==> src/rtl/div_pkg.sv <==
// Shared types, widths and helpers for the multicycle restoring divider.
package div_pkg;

    localparam int unsigned DIV_WIDTH_DEFAULT = 32;
    // Widest operand the sign-extension helper handles (WIDTH must stay below this).
    localparam int unsigned DIV_MAX_WIDTH     = 64;

    typedef enum logic [1:0] {
        IDLE = 2'd0,
        RUN  = 2'd1,
        FIX  = 2'd2,
        DONE = 2'd3
    } div_state_t;

    // Iteration counter must hold the value WIDTH itself.
    function automatic int unsigned cnt_width(input int unsigned w);
        return 32'($clog2(w + 1));
    endfunction

    // Magnitude of a sign-extended operand; |MIN| wraps to 2^(WIDTH-1) after truncation.
    function automatic logic [DIV_MAX_WIDTH-1:0] abs_val(input logic [DIV_MAX_WIDTH-1:0] value,
                                                         input logic                     is_signed);
        if (is_signed && value[DIV_MAX_WIDTH-1]) begin
            return -value;
        end
        return value;
    endfunction

endpackage

==> src/rtl/div_step.sv <==
// One combinational restoring-division iteration on the {rem, quo} pair.
module div_step #(
    parameter int unsigned WIDTH = 32
) (
    input  logic [WIDTH-1:0] rem,
    input  logic [WIDTH-1:0] quo,
    input  logic [WIDTH-1:0] dvs,
    output logic [WIDTH-1:0] rem_next,
    output logic [WIDTH-1:0] quo_next
);

    logic [WIDTH:0]   wide;
    logic [WIDTH-1:0] diff;
    logic             ge;

    // Shifted remainder needs one extra bit; a successful subtract always fits WIDTH bits.
    assign wide     = {rem, quo[WIDTH-1]};
    assign ge       = (wide >= {1'b0, dvs});
    assign diff     = wide[WIDTH-1:0] - dvs;
    assign rem_next = ge ? diff : wide[WIDTH-1:0];
    assign quo_next = {quo[WIDTH-2:0], ge};

endmodule

==> src/rtl/div_unit.sv <==
// Multicycle radix-2 restoring divider (DIV/DIVU/REM/REMU semantics).
// Define DIV_EARLY_OUT_EN to bypass the iteration loop for trivially small quotients.
module div_unit
    import div_pkg::*;
#(
    parameter int unsigned WIDTH = DIV_WIDTH_DEFAULT
) (
    input  logic             clk,
    input  logic             reset,
    input  logic             start,
    input  logic             is_signed,
    input  logic [WIDTH-1:0] dividend,
    input  logic [WIDTH-1:0] divisor,
    output logic             busy,
    output logic             done,
    output logic [WIDTH-1:0] quotient,
    output logic [WIDTH-1:0] remainder
);

    localparam int unsigned      CNT_W   = cnt_width(WIDTH);
    localparam int unsigned      PAD_W   = DIV_MAX_WIDTH - WIDTH;
    localparam logic [WIDTH-1:0] MIN_VAL = {1'b1, {(WIDTH-1){1'b0}}};

    div_state_t       state, state_n;
    logic [CNT_W-1:0] cnt, cnt_n;
    logic [WIDTH-1:0] rem, rem_n;
    logic [WIDTH-1:0] quo, quo_n;
    logic [WIDTH-1:0] dvs, dvs_n;
    logic             negq, negq_n;
    logic             negr, negr_n;
    logic             dzero, dzero_n;
    logic             ovf, ovf_n;
    logic             busy_n, done_n;
    logic [WIDTH-1:0] quotient_n, remainder_n;

    logic [DIV_MAX_WIDTH-1:0] dd_ext, dv_ext;
    logic [WIDTH-1:0]         dd_mag, dv_mag;
    logic [WIDTH-1:0]         step_rem, step_quo;

    // Operand magnitudes, formed combinationally so they can be latched on the accepting edge.
    assign dd_ext = {{PAD_W{is_signed & dividend[WIDTH-1]}}, dividend};
    assign dv_ext = {{PAD_W{is_signed & divisor[WIDTH-1]}}, divisor};
    assign dd_mag = WIDTH'(abs_val(dd_ext, is_signed));
    assign dv_mag = WIDTH'(abs_val(dv_ext, is_signed));

    div_step #(.WIDTH(WIDTH)) u_step (
        .rem      (rem),
        .quo      (quo),
        .dvs      (dvs),
        .rem_next (step_rem),
        .quo_next (step_quo)
    );

    always_comb begin
        state_n     = state;
        cnt_n       = cnt;
        rem_n       = rem;
        quo_n       = quo;
        dvs_n       = dvs;
        negq_n      = negq;
        negr_n      = negr;
        dzero_n     = dzero;
        ovf_n       = ovf;
        busy_n      = busy;
        done_n      = 1'b0;
        quotient_n  = quotient;
        remainder_n = remainder;

        case (state)
            IDLE, DONE: begin
                state_n = IDLE;
                busy_n  = 1'b0;
                if (start) begin
                    state_n = RUN;
                    busy_n  = 1'b1;
                    cnt_n   = CNT_W'(WIDTH);
                    rem_n   = '0;
                    quo_n   = dd_mag;
                    dvs_n   = dv_mag;
                    negq_n  = is_signed & (dividend[WIDTH-1] ^ divisor[WIDTH-1]);
                    negr_n  = is_signed & dividend[WIDTH-1];
                    dzero_n = (divisor == '0);
                    ovf_n   = is_signed && (dividend == MIN_VAL) && (divisor == '1);
`ifdef DIV_EARLY_OUT_EN
                    // Quotient is already known to be zero (or all ones on divide by zero).
                    if ((divisor == '0) || (dd_mag < dv_mag)) begin
                        state_n = FIX;
                        rem_n   = dd_mag;
                        quo_n   = '0;
                    end
`endif
                end
            end
            RUN: begin
                rem_n = step_rem;
                quo_n = step_quo;
                cnt_n = cnt - CNT_W'(1);
                if (cnt == CNT_W'(1)) begin
                    state_n = FIX;
                end
            end
            FIX: begin
                // Remainder correction also restores the dividend exactly on divide by zero.
                remainder_n = negr ? -rem : rem;
                if (dzero) begin
                    quotient_n = '1;
                end else if (ovf) begin
                    quotient_n  = MIN_VAL;
                    remainder_n = '0;
                end else begin
                    quotient_n = negq ? -quo : quo;
                end
                done_n  = 1'b1;
                busy_n  = 1'b0;
                state_n = DONE;
            end
            default: begin
                state_n = IDLE;
                busy_n  = 1'b0;
            end
        endcase
    end

    always_ff @(posedge clk or negedge reset) begin
        if (!reset) begin
            state     <= IDLE;
            cnt       <= '0;
            rem       <= '0;
            quo       <= '0;
            dvs       <= '0;
            negq      <= 1'b0;
            negr      <= 1'b0;
            dzero     <= 1'b0;
            ovf       <= 1'b0;
            busy      <= 1'b0;
            done      <= 1'b0;
            quotient  <= '0;
            remainder <= '0;
        end else begin
            state     <= state_n;
            cnt       <= cnt_n;
            rem       <= rem_n;
            quo       <= quo_n;
            dvs       <= dvs_n;
            negq      <= negq_n;
            negr      <= negr_n;
            dzero     <= dzero_n;
            ovf       <= ovf_n;
            busy      <= busy_n;
            done      <= done_n;
            quotient  <= quotient_n;
            remainder <= remainder_n;
        end
    end

endmodule

==> config.mk <==
export PLATFORM = sky130hd
export DESIGN_NAME = div_unit
export DESIGN_NICKNAME = d
export VERILOG_FILES = /design/src/rtl/div_pkg.sv /design/src/rtl/div_step.sv /design/src/rtl/div_unit.sv
export SDC_FILE = /design/constraint.sdc
export NUM_CORES = 1
export LEC_CHECK = 0
export ABC_AREA = 1
export CORE_ASPECT_RATIO = 0.5
export CORE_UTILIZATION = 30
export DETAILED_ROUTE_END_ITERATION = 6
export PLACE_DENSITY_LB_ADDON = 0.1
export SLEW_MARGIN = 20
export SYNTH_ARGS = -nofsm -noshare
export SYNTH_HDL_FRONTEND = slang
export SYNTH_SLANG_ARGS = --single-unit
==> constraint.sdc <==
create_clock -name clk -period 2.1 [get_ports clk]
set_input_delay 0.315 -clock clk [delete_from_list [all_inputs] [get_ports clk]]
set_output_delay 0.315 -clock clk [all_outputs]
set_load 0.005 [all_outputs]
# Word-level counts from Yosys, hierarchy flattened
# Cells that the tools add are included.
# Widths: inputs -> output; s select.
[totals]
latch_bits = 0
output_inout_bits = 66
in_bits = 68
mem_count = 0
rom_bits = 0
mem_bits_rw = 0
word_cells = 68
reg_bits = 174
[op_classes]
mux = 25
magnitude_cmp = 1
bitwise = 4
addsub = 6
multipliers = 0
div = 0
eq_ne = 8
reduce_logical = 11
shifts = 0
[op_table]
columns = ["op", "count"]
rows = [
  ["$mux 32", 13],
  ["$neg 32->32", 4],
  ["$pmux 32 s2", 2],
  ["$eq 32x32->1 const B", 2],
  ["$ge 33x32->1", 1],
  ["$logic_not 32->1", 1],
  ["$sub 32x32->32", 1],
  ["$pmux 6 s2", 1],
  ["$eq 6x1->1 const B", 1],
  ["$mux 6", 1],
  ["$pmux 2 s3", 1],
  ["$sub 6x1->6 const B", 1],
  ["$mux 1", 5],
  ["$eq 2x2->1 const B", 2],
  ["$logic_and 1x1->1", 4],
  ["$ne 2x2->1 const B", 2],
  ["$reduce_and 2->1", 2],
  ["$reduce_bool 2->1", 2],
  ["$and 1x1->1", 3],
  ["$eq 2x1->1 const B", 1],
  ["$logic_not 2->1", 1],
  ["$mux 2", 1],
  ["$pmux 1 s2", 1],
  ["$reduce_or 2->1", 1],
  ["$xor 1x1->1", 1],
]

# Depth between registers and ports, before layout
[depth]
ltp_word = 6
mapped_depth = 17
depth_no_buf = 16

# Hierarchy
# From an unflattened synthesis, not the netlist that was laid out.
[hier_totals]
cells_unflattened = 2226
area_unflattened_um2 = 14224.9
[modules_own_cells]
columns = ["mod", "cells_each", "seq_area_each_um2", "n_inst", "area_each_um2"]
rows = [
  ["div_unit", 1544, 4354.2, 1, 10797.9],
  ["div_step", 682, 0.0, 1, 3427.0],
]

# Least setup slack after synthesis
# Ideal clock, no wire load.
[synth_path]
path_kind = "register to register"
from = "reg rem[23]"
to = "reg rem[10]"
setup_time_ps = 127
arrival_time_ps = 1853
t_required_ps = 1973
setup_slack_ps = 120
period_less_slack_ps = 1980
path_buffers = 2
path_stages_with_launch = 14
cell_sequence = "dfrtp_1 -> ha_1 -> nand2_1 -> inv_1 -> nand2_1 -> nand2_1 -> a21oi_2 -> nor2_2 -> nor2_2 -> buf_6 -> buf_6 -> nand3_2 -> nand3_1 -> o21ai_2"
[synth_via]
elab_chain_len = 3
[synth_lines]
columns = ["element", "line_no", "source"]
rows = [
  ["start: declaration", "div_unit.sv:26", "logic [WIDTH-1:0] rem, rem_n;"],
  ["start signal: assignment", "div_unit.sv:142", "rem <= rem_n;"],
  ["$ge 33x32->1", "div_step.sv:18", "assign ge = (wide >= {1'b0, dvs});"],
  ["$mux 32", "div_step.sv:20", "assign rem_next = ge ? diff : wide[WIDTH-1:0];"],
  ["$pmux 32 s2", "div_unit.sv:69", "case (state)"],
]
# No other way between the ends.
# A chain may end at the register's enable or synchronous reset.

# Final worst setup path
[layout_path]
from = "reg rem[3]"
to = "reg rem[25]"
[layout_via]
elab_chain_len = 3
word_cells_on_any_way = 4
cone_classes = "add/sub: 1; order compare: 1; mux: 2"
[layout_lines]
columns = ["element", "line_no"]
rows = [
  ["$sub 32x32->32 / $ge 33x32->1 (equally long branches)", "div_step.sv:19, div_step.sv:18"],
  ["$mux 32 (*)", "div_step.sv:20"],
  ["$pmux 32 s2 (*)", "div_unit.sv:69"],
]
# Every way passes the cells marked *; elsewhere a longest branch is shown, timed or not.

==> flow_metrics.py <==
metrics = {
    "worst_setup_path": {
        "worst-setup-path-type": "reg -> reg",
        "critPathRequiredTime_ps": 2460,
        "crit_start": "rem[3]",
        "arrival_ps": 2470,
        "r2r_start": "rem[3]",
        "cp-start-kind": "flip-flop",
        "worst_setup_path_end_kind": "flip-flop",
        "crit_fanout": 7,
    },
    "place": {
        "routabilityCongestion": 0.908,
        "dpl_worst_slack_ps": -255,
        "port_buffers": 133,
        "dp_hpwl_um": 38400,
        "place_area_mm2": 0.0174,
    },
    "yosys": {
        "synth_compound_area_frac": 0.119,
        "syn-cell-area_mm2": 0.0135,
        "synth_mux_area_frac": 0,
        "synth_top_area_share": 0.322,
        "yosysSeqAreaShare": 0.322,
        "ys.flop_type": "dfrtp_1",
        "yosysMostFrequentCell": "nand2_1",
        "synthTopCellsByArea": "dfrtp_1, nand2_1, inv_1",
        "synth_top_area_cell": "dfrtp_1",
        "synth_fa_ha_area_frac": 0.0404,
        "async_reset_ff_frac": 1.00,
        "synth_edf_count": 0,
        "synthesis.nets": 2228,
        "synth_top_family_by_area": "simple AND/OR/NAND/NOR gates",
        "synth_warnings": 0,
        "synthTopCellsByCount": "nand2_1, inv_1, dfrtp_1, nor2_1, nand3_1",
        "ys_ff_latch": 174,
        "netlist_instances": 2117,
        "synth_xor_area_frac": 0.0318,
        "synth_simple_gate_area_frac": 0.378,
        "avgSynthCellArea_um2": 6.38,
        "ys_types": 48,
    },
    "clock_network": {
        "root_buffer": "clkbuf_16",
        "path_clk_slew_ps": 80,
        "ctsHtreeMaxLevel": 4,
        "cts_sinks": 174,
        "cts_buffers": 17,
        "clock_latency_ps": 470,
        "cts_tree": "yes",
        "clk_path_buf_depth": 2,
    },
    "min_path": {
        "hp-class": "in -> async",
    },
    "timing": {
        "tightest_slew_ps": 738,
        "setup_viol_count_final": 5,
        "slew-limit-headroom": 0.508,
        "period_minus_slack_ps": 2110,
        "finalCritPeriodShare": 1.00,
        "fin_skew_ps": 19.1,
        "timing.setup.tns_ps": -25.7,
        "hold_viol": 0,
        "finalMaxSlewViolations": 0,
        "rsz0062_at_grt": "yes",
        "setup_ws_ps": -10.0,
        "fmaxAchievable_ghz": 0.474,
    },
    "die": {
        "die_area_mm2": 0.0459,
        "io_pins": 134,
        "core-area_mm2": 0.0440,
        "die_x_um": 302,
        "die_h_um": 152,
        "initial_core_util": 0.307,
        "rows": 54,
    },
    "detailed_routing": {
        "ant_nets": 0,
        "dr.pass1.iters": 5,
        "wl_per_cell_um": 15.7,
        "drc": 0,
        "totalWireLength_um": 48900,
        "drt_first_iter_violations": 895,
        "routed-via-count": 14736,
        "via_per_inst": 4.74,
    },
    "layout": {
        "diodes": 0,
        "area_delta_synth_final_pct": 44.2,
        "seq_area_mm2": 0.00436,
        "final_layout_size_suffix_gt1_frac": 0.242,
        "fillers": 4634,
        "layout.nets": 2619,
        "multi_input_area_mm2": 0.00872,
        "postLayoutCellArea_mm2": 0.0195,
    },
    "global_route": {
        "antenna_found_initial": 0,
        "grt_start_max_net_pins": 66,
        "grt_usage": 0.208,
        "grt_pass1_vias": 13733,
        "grt_pass1_wl_um": 74600,
        "grt_remaining_overflow": 0,
    },
    "run_status": {
        "failed_checks": "setup timing",
        "status": "complete, but fails checks",
    },
    "power": {
        "peakVddDrop_mv": 0.473,
        "p_per_area_mw_per_mm2": 376,
        "cellLeakagePower_nw": 9.69,
    },
    "run": {
        "cap_violations": 0,
    },
}
[area by class of cell]
type                       count  share of cell area
clock buffer                  17              0.0218
clock inverter                15             0.00886
tap                          588              0.0378
timing repair buffer         436               0.201
inverter                     304              0.0592
multi-input combinational   1575               0.448
sequential                   174               0.224
[metal layers]
layer	up-vias	global-route usage	routed length (um)
li1	7527	-	-
met1	6938	0.294	23900
met2	236	0.335	22700
met3	35	0.0296	1670
met4	0	0.0399	551
met5	-	0	0
[critical path: stages (launching register included)]
cell     delay (ps)
dfrtp_2         440
ha_4            320
nand2_4          60
nor2_4          190
nand3_2          90
nor2_1           90
nand2_1          70
nand2_2          80
nor2_4           50
buf_12          120
nand2_8         130
buf_12          160
nand3_2          90
nand2_1          70
nand2_1          40
[cells by family after synthesis]
| logic type | Yosys count |
|---|---|
| AO/OA/AOI/OAI | 301 |
| adder cells (fa/ha/maj) | 43 |
| AND/OR/NAND/NOR | 1182 |
| buffers and inverters | 368 |
| flip-flops | 174 |
| XOR/XNOR | 49 |
[cell usage in the layout, fill, tap and decap left out, types with 5 or more instances in the layout]
master and instances:
nand4_1 38, inv_1 265, buf_4 273, nand2_2 59, nor3_1 31, o221ai_1 6
clkbuf_16 21, o21ai_1 22, nand3_1 135, nand2_4 17, ha_4 31, a21oi_2 5
ha_1 11, nand2_1 637, inv_2 33, xnor2_1 8, clkdlybuf4s50_1 132, nor2_4 14
nor2_1 144, inv_6 6, dfrtp_1 167, o21ai_2 6, nand3b_1 8, nand3_2 47
buf_6 10, a21oi_1 83, xor2_1 36, buf_12 15, dfrtp_2 7, nor2_2 28
o21ai_0 155, o31ai_1 5, or2_2 5
[sequential cells by signal (all words and copies together) (netlist names)]
signal	flops
busy	1
cnt	6
done	1
dvs	32
dzero	1
negq	1
negr	1
ovf	1
quo	32
quotient	32
rem	32
remainder	32
state	2
[through the flow]
step | utilization | cells | total power (W) | hold slack, ps
floorplan | - | 2117 | 0.00362 | 19.4
global placement | 0.397 | 3049 | 0.00406 | 265
detailed placement | 0.397 | 3049 | 0.00406 | 266
CTS | 0.419 | 3086 | 0.00744 | 330
global route | 0.443 | 3109 | 0.00763 | 366
finish | 0.443 | 3109 | 0.00733 | 322
[final timing paths]
path | slack, ps | cells past startpoint | endpoint
setup / recovery | -10 | 14 | rem[25]
hold / removal | 320 | 2 | quotient[28]
setup reg to reg | -10 | 14 | rem[25]
hold reg to reg | 480 | 2 | remainder[19]
max in group asynchronous | 1090 | 3 | dvs[20]
min in group clk | 450 | 3 | busy
[timing repair]
action	in CTS	in global routing
hold buffers	1	0
setup endpoints to repair	35	67
pin swaps	14	70
resized for setup	66	200
endpoints found under the hold margin	31	0
buffers inserted	4	18
gates cloned	0	6
[power by group]
group          total (W)  switching (W)  internal, W
clock network    0.00334        0.00164      0.00170
registers        0.00335              0      0.00335
logic           0.000641       0.000348     0.000293
total            0.00733        0.00199      0.00534
No activity file was read; power rests on OpenSTA's default activity.
